==> src/rtl/kb_matrix_scan.sv <==
// kb_matrix_scan: keypad column scanner with whole-frame debounce, single-key decode and hex entry register.
module kb_matrix_scan #(
    parameter int SCAN_DIV     = 50000,
    parameter int DEBOUNCE_CNT = 4
) (
    input  logic        clk,
    input  logic        rst_n,
    input  logic [4:0]  K_ROW,
    output logic [3:0]  K_COL,
    output logic [4:0]  key_code,
    output logic        key_strobe,
    output logic        key_held,
    output logic [15:0] hex_out
);
    localparam int SW = $clog2(SCAN_DIV);
    localparam int CW = $clog2(DEBOUNCE_CNT + 1);
    typedef enum logic {IDLE, HELD} state_t;
    state_t          state, state_next;
    logic [SW-1:0]   scan_cnt;
    logic [1:0]      col;
    logic [19:0]     frame;
    logic            frame_done;
    logic [4:0]      nlow, idx;
    logic [5:0]      cand, prev_cand;
    logic [CW-1:0]   stab_cnt, stab_next;
    logic            tick, stable, acc, acc_q;
    logic [4:0]      acc_code;
    assign tick = scan_cnt == SW'(SCAN_DIV - 1);
    // cand is {valid, code}; 0 means no key or a ghosted multi-key frame
    always_comb begin
        nlow = '0;
        idx  = '0;
        for (int i = 0; i < 20; i++) begin
            if (!frame[i]) begin
                nlow = nlow + 5'd1;
                idx  = 5'(i);
            end
        end
        cand      = nlow == 5'd1 ? {1'b1, idx} : 6'd0;
        stab_next = cand != prev_cand ? CW'(1) :
                    stab_cnt == CW'(DEBOUNCE_CNT) ? stab_cnt : stab_cnt + CW'(1);
        stable    = frame_done && stab_next == CW'(DEBOUNCE_CNT);
    end
    always_comb begin
        state_next = state;
        acc        = 1'b0;
        if (stable) begin
            if (state == IDLE && cand[5]) begin
                state_next = HELD;
                acc        = 1'b1;
            end else if (state == HELD && !cand[5]) begin
                state_next = IDLE;
            end
        end
    end
    always_ff @(posedge clk) begin
        if (!rst_n) begin
            scan_cnt   <= '0;
            col        <= '0;
            K_COL      <= 4'b1110;
            frame      <= '1;
            frame_done <= 1'b0;
            prev_cand  <= '0;
            stab_cnt   <= '0;
            state      <= IDLE;
            acc_q      <= 1'b0;
            acc_code   <= '0;
            key_code   <= '0;
            key_strobe <= 1'b0;
            key_held   <= 1'b0;
            hex_out    <= '0;
        end else begin
            scan_cnt   <= tick ? '0 : scan_cnt + SW'(1);
            frame_done <= tick && col == 2'd3;
            if (tick) begin
                col   <= col + 2'd1;
                K_COL <= {K_COL[2:0], K_COL[3]};
                for (int r = 0; r < 5; r++) frame[r*4 + int'(col)] <= K_ROW[r];
            end
            if (frame_done) begin
                stab_cnt  <= stab_next;
                prev_cand <= cand;
            end
            state <= state_next;
            acc_q <= acc;
            if (acc) acc_code <= cand[4:0];
            // second stage gives the two-cycle strobe latency after the last column sample
            key_strobe <= acc_q;
            key_held   <= state == HELD;
            if (acc_q) begin
                key_code <= acc_code;
                hex_out  <= acc_code < 5'd16 ? {hex_out[11:0], acc_code[3:0]} :
                            acc_code == 5'd16 ? 16'h0000 :
                            acc_code == 5'd17 ? {4'h0, hex_out[15:4]} : hex_out;
            end
        end
    end
endmodule

==> config.mk <==
export PLATFORM = sky130hd
export DESIGN_NAME = kb_matrix_scan
export DESIGN_NICKNAME = d
export VERILOG_FILES = /design/src/rtl/kb_matrix_scan.sv
export SDC_FILE = /design/constraint.sdc
export NUM_CORES = 1
export LEC_CHECK = 0
export CORE_MARGIN = 4
export CORE_UTILIZATION = 36
export DETAILED_ROUTE_END_ITERATION = 12
export HOLD_SLACK_MARGIN = 0.1
export PLACE_DENSITY = 0.5
export REMOVE_ABC_BUFFERS = 1
export SLEW_MARGIN = 10
export SYNTH_ARGS = -nofsm -noshare
export SYNTH_HDL_FRONTEND = slang
export SYNTH_SLANG_ARGS = --single-unit
==> constraint.sdc <==
create_clock -name clk -period 31.3 [get_ports clk]
set_clock_uncertainty 0.1 [all_clocks]
set_input_delay 6.26 -clock clk [delete_from_list [all_inputs] [get_ports clk]]
set_output_delay 6.26 -clock clk [all_outputs]
set_load 0.005 [all_outputs]
==> out/summary.txt <==
post-DR wirelength/cell: 14.3 um
synth-to-layout area growth: 12.5%
Die Ht: 136 um
post-synthesis mux area share: 7.50%
leak pwr: 2.75 nW
Die X: 136 um
ant diodes: 0
share of cells above drive strength 1: 5.83%
1st-iter DRT viols: 281
hold path startpoint: scan_cnt[0]
Post-Synth Simple-Gate Area: 25.8%
Max Freq: 0.0719 GHz
fraction of the cycle the final worst path needs: 44.5%
cts hold-fix bufs: 0
postcts setup bufs: 0
# port buffers: 33
final hold violation count: 0
Switching Fraction: 20.0%
compound-cell area share of the yosys netlist: 14.0%
area leader, netlist: dfxtp_1
Post-Synth XOR/XNOR Area: 15.0%
Netlist Area Pre-Place: 5920 um2
Clk pwr share: 48.9%
Worst Path Buf+Inv: 3
largest net degree at the start of global routing: 39
hpwl dp: 10,100 um
kind of start point of the critical path: flop
main combinational cell family by area after synthesis: simple AND/OR/NAND/NOR gates
CTS Buf Count: 9
# rows: 46
Pins Over Slew Limit: 0
Avg Cell Area, Syn: 8.38 um2
share of total power in combinational logic: 1.7%
maximum VDD drop: 24.4 uV
gr usage total: 14.7%
Post-Route WL: 13,400 um
post_cts resized: 0
TritonCTS clock tree: yes
cell count after synthesis: 707
crit path max fanout: 11
Worst setup startpoint: frame[1]
Area contributors post-synth: dfxtp_1 (28%), mux2i_1 (5.9%), ha_1 (5.7%)
RSZ-0062 raised after global routing: no
vias: 4,865
first-pass GRT wire length: 22,700 um
Slew @ Worst Pin: 0.784 ns
initial antenna violation count: 0
crit path time final: 13.92 ns
CP top delay family: adder cells
H-tree Lvls: 3
async set-reset flop share out of synthesis: 0%
NumNets Final: 749
Post-DRT Antenna Nets: 0
CTS clk-pin slew, worst paths: 0.06 ns
sequential-to-total area share from yosys stat: 27.7%
NetSw: 0.0426 mW
initial core utilization: 37.0%
most frequent cells after synthesis: dfxtp_1 (82), nand2_1 (81), nor2_1 (75)
Internal Pwr Total: 0.170 mW
P per Cell Area: 31.9 nW/um2
Seq cells post-synth: 82
final setup vio count: 0
register share of total power: 49.4%
main flop type after synthesis: dfxtp_1
status: finished clean
CTS Sinks: 82
die area: 18,600 um2
Syn. warnings: 0
slowest cell on the critical path: or4b_1
CTS Buffer Depth: 2
Final Wtd Congestion: 0.808
CP peak stage delay: 0.60 ns
Worst EP required: 31.46 ns
fillcell total: 1,664
count leader, synth: dfxtp_1
Core Region: 16,000 um2
post-synth top area share: 27.7%
I/O pins: 34
fin util: 41.7%
Max-slew headroom: 47.5%
vias in the first global route: 4,608
Via density: 5.20
Worst Hold Class: reg -> reg
setup tns final: 0 ns
critical path arrival: 14.08 ns
max-cap violations: 0
Critical Path End Type: flop
crit-path most repeated cell: ha_1
worst r2r src: frame[1]
DRC errors left: 0
Synth cell types: 76
Setup Crit Path Kind: reg -> reg
insertion delay to the later sink of the worst-skew pair: 0.33 ns
GRT overflow: 0
adder-cell share of the synthesized area: 5.70%
number of flops mapped to enable cells by yosys: 0
Root Driver: clkbuf_16
drt first pass iters: 4
layout make-up:
class	count	area, um2	share of cell area (%)
clock inverter	4	51.3	0.769
timing repair buffer	35	345	5.18
multi-input combinational	564	4030	60.4
clock buffer	12	246	3.70
tap	216	270	4.05
sequential	82	1640	24.6
inverter	23	86.3	1.29
power groups by stage:
| stage | clock [mW] | sequential, mW | combinational [mW] |
|---|---|---|---|
| global placement | 0 | 0.107 | 0.00365 |
| CTS | 0.108 | 0.105 | 0.00371 |
| global route | 0.113 | 0.105 | 0.00401 |
| floorplan | 0 | 0.107 | 0.00122 |
| detailed placement | 0 | 0.107 | 0.00369 |
| finish | 0.104 | 0.105 | 0.00360 |
state kept, by name (all words and copies together), names as in the netlist, 3 cells and up:
signal     flops
prev_cand      6
frame         20
key_code       5
stab_cnt       3
acc_code       5
K_COL          4
hex_out       16
scan_cnt      16
worst register-to-register path: cells and delay by family, from the launching register on:
family	cells	cell delay (ns)
adders and majority gates	19	5.40
and+or+nand+nor	21	3.37
AOI/OAI and AO/OA	15	2.94
muxes	4	0.94
xor gates and xnor gates	3	0.50
DFF	1	0.37
buffers and inverters	3	0.22
path summary, 6_finish.rpt:
path                 end  slack (ns)  depth (start not counted)
min          scan_cnt[0]        0.36                          1
min reg2reg  scan_cnt[0]        0.36                          1
max reg2reg  acc_code[2]       17.38                         65
max          acc_code[2]       17.38                         65
cells in the final DEF (no fill, tap or decap), drive strengths merged, types with 9 or more instances in the layout:
cell type,synthesis,final
and2,10,10
a221oi,10,10
nand2b,10,10
nor3,14,14
nor2,75,75
xnor2,42,42
dfxtp,82,82
nor2b,32,32
inv,23,23
clkbuf,30,12
nand3,21,21
ha,27,27
a21oi,23,23
clkdlybuf4s50,0,33
a31oi,9,9
xnor3,9,9
and3,10,10
mux2i,35,35
nand2,81,81
o21ai,22,22
xor2,23,23
per-stage QoR:
step                instances  total power [mW]  hold WS, ns  instance area, um2  worst slack (ns)
detailed placement        920             0.111        0.352                6370             17.49
floorplan                 669             0.108        0.326                5750             18.89
CTS                       936             0.217        0.366                6670             17.39
global route              936             0.221        0.399                6670             16.27
global placement          920             0.111        0.344                6370             18.04
finish                    936             0.212        0.362                6670             17.38
per-layer routing:
layer	track usage, %	share of wire, %
met2	23.1	46
met3	3.07	2.2
met5	0	0
met4	1.96	0.59
met1	21.4	51
cell families after synthesis:
family | after synthesis
xor gates and xnor gates | 76
and+or+nand+nor | 299
adders and majority gates | 27
buffers and inverters | 61
AOI/OAI and AO/OA | 120
muxes | 42
DFF | 82
Power figures use the tool's default switching activity.
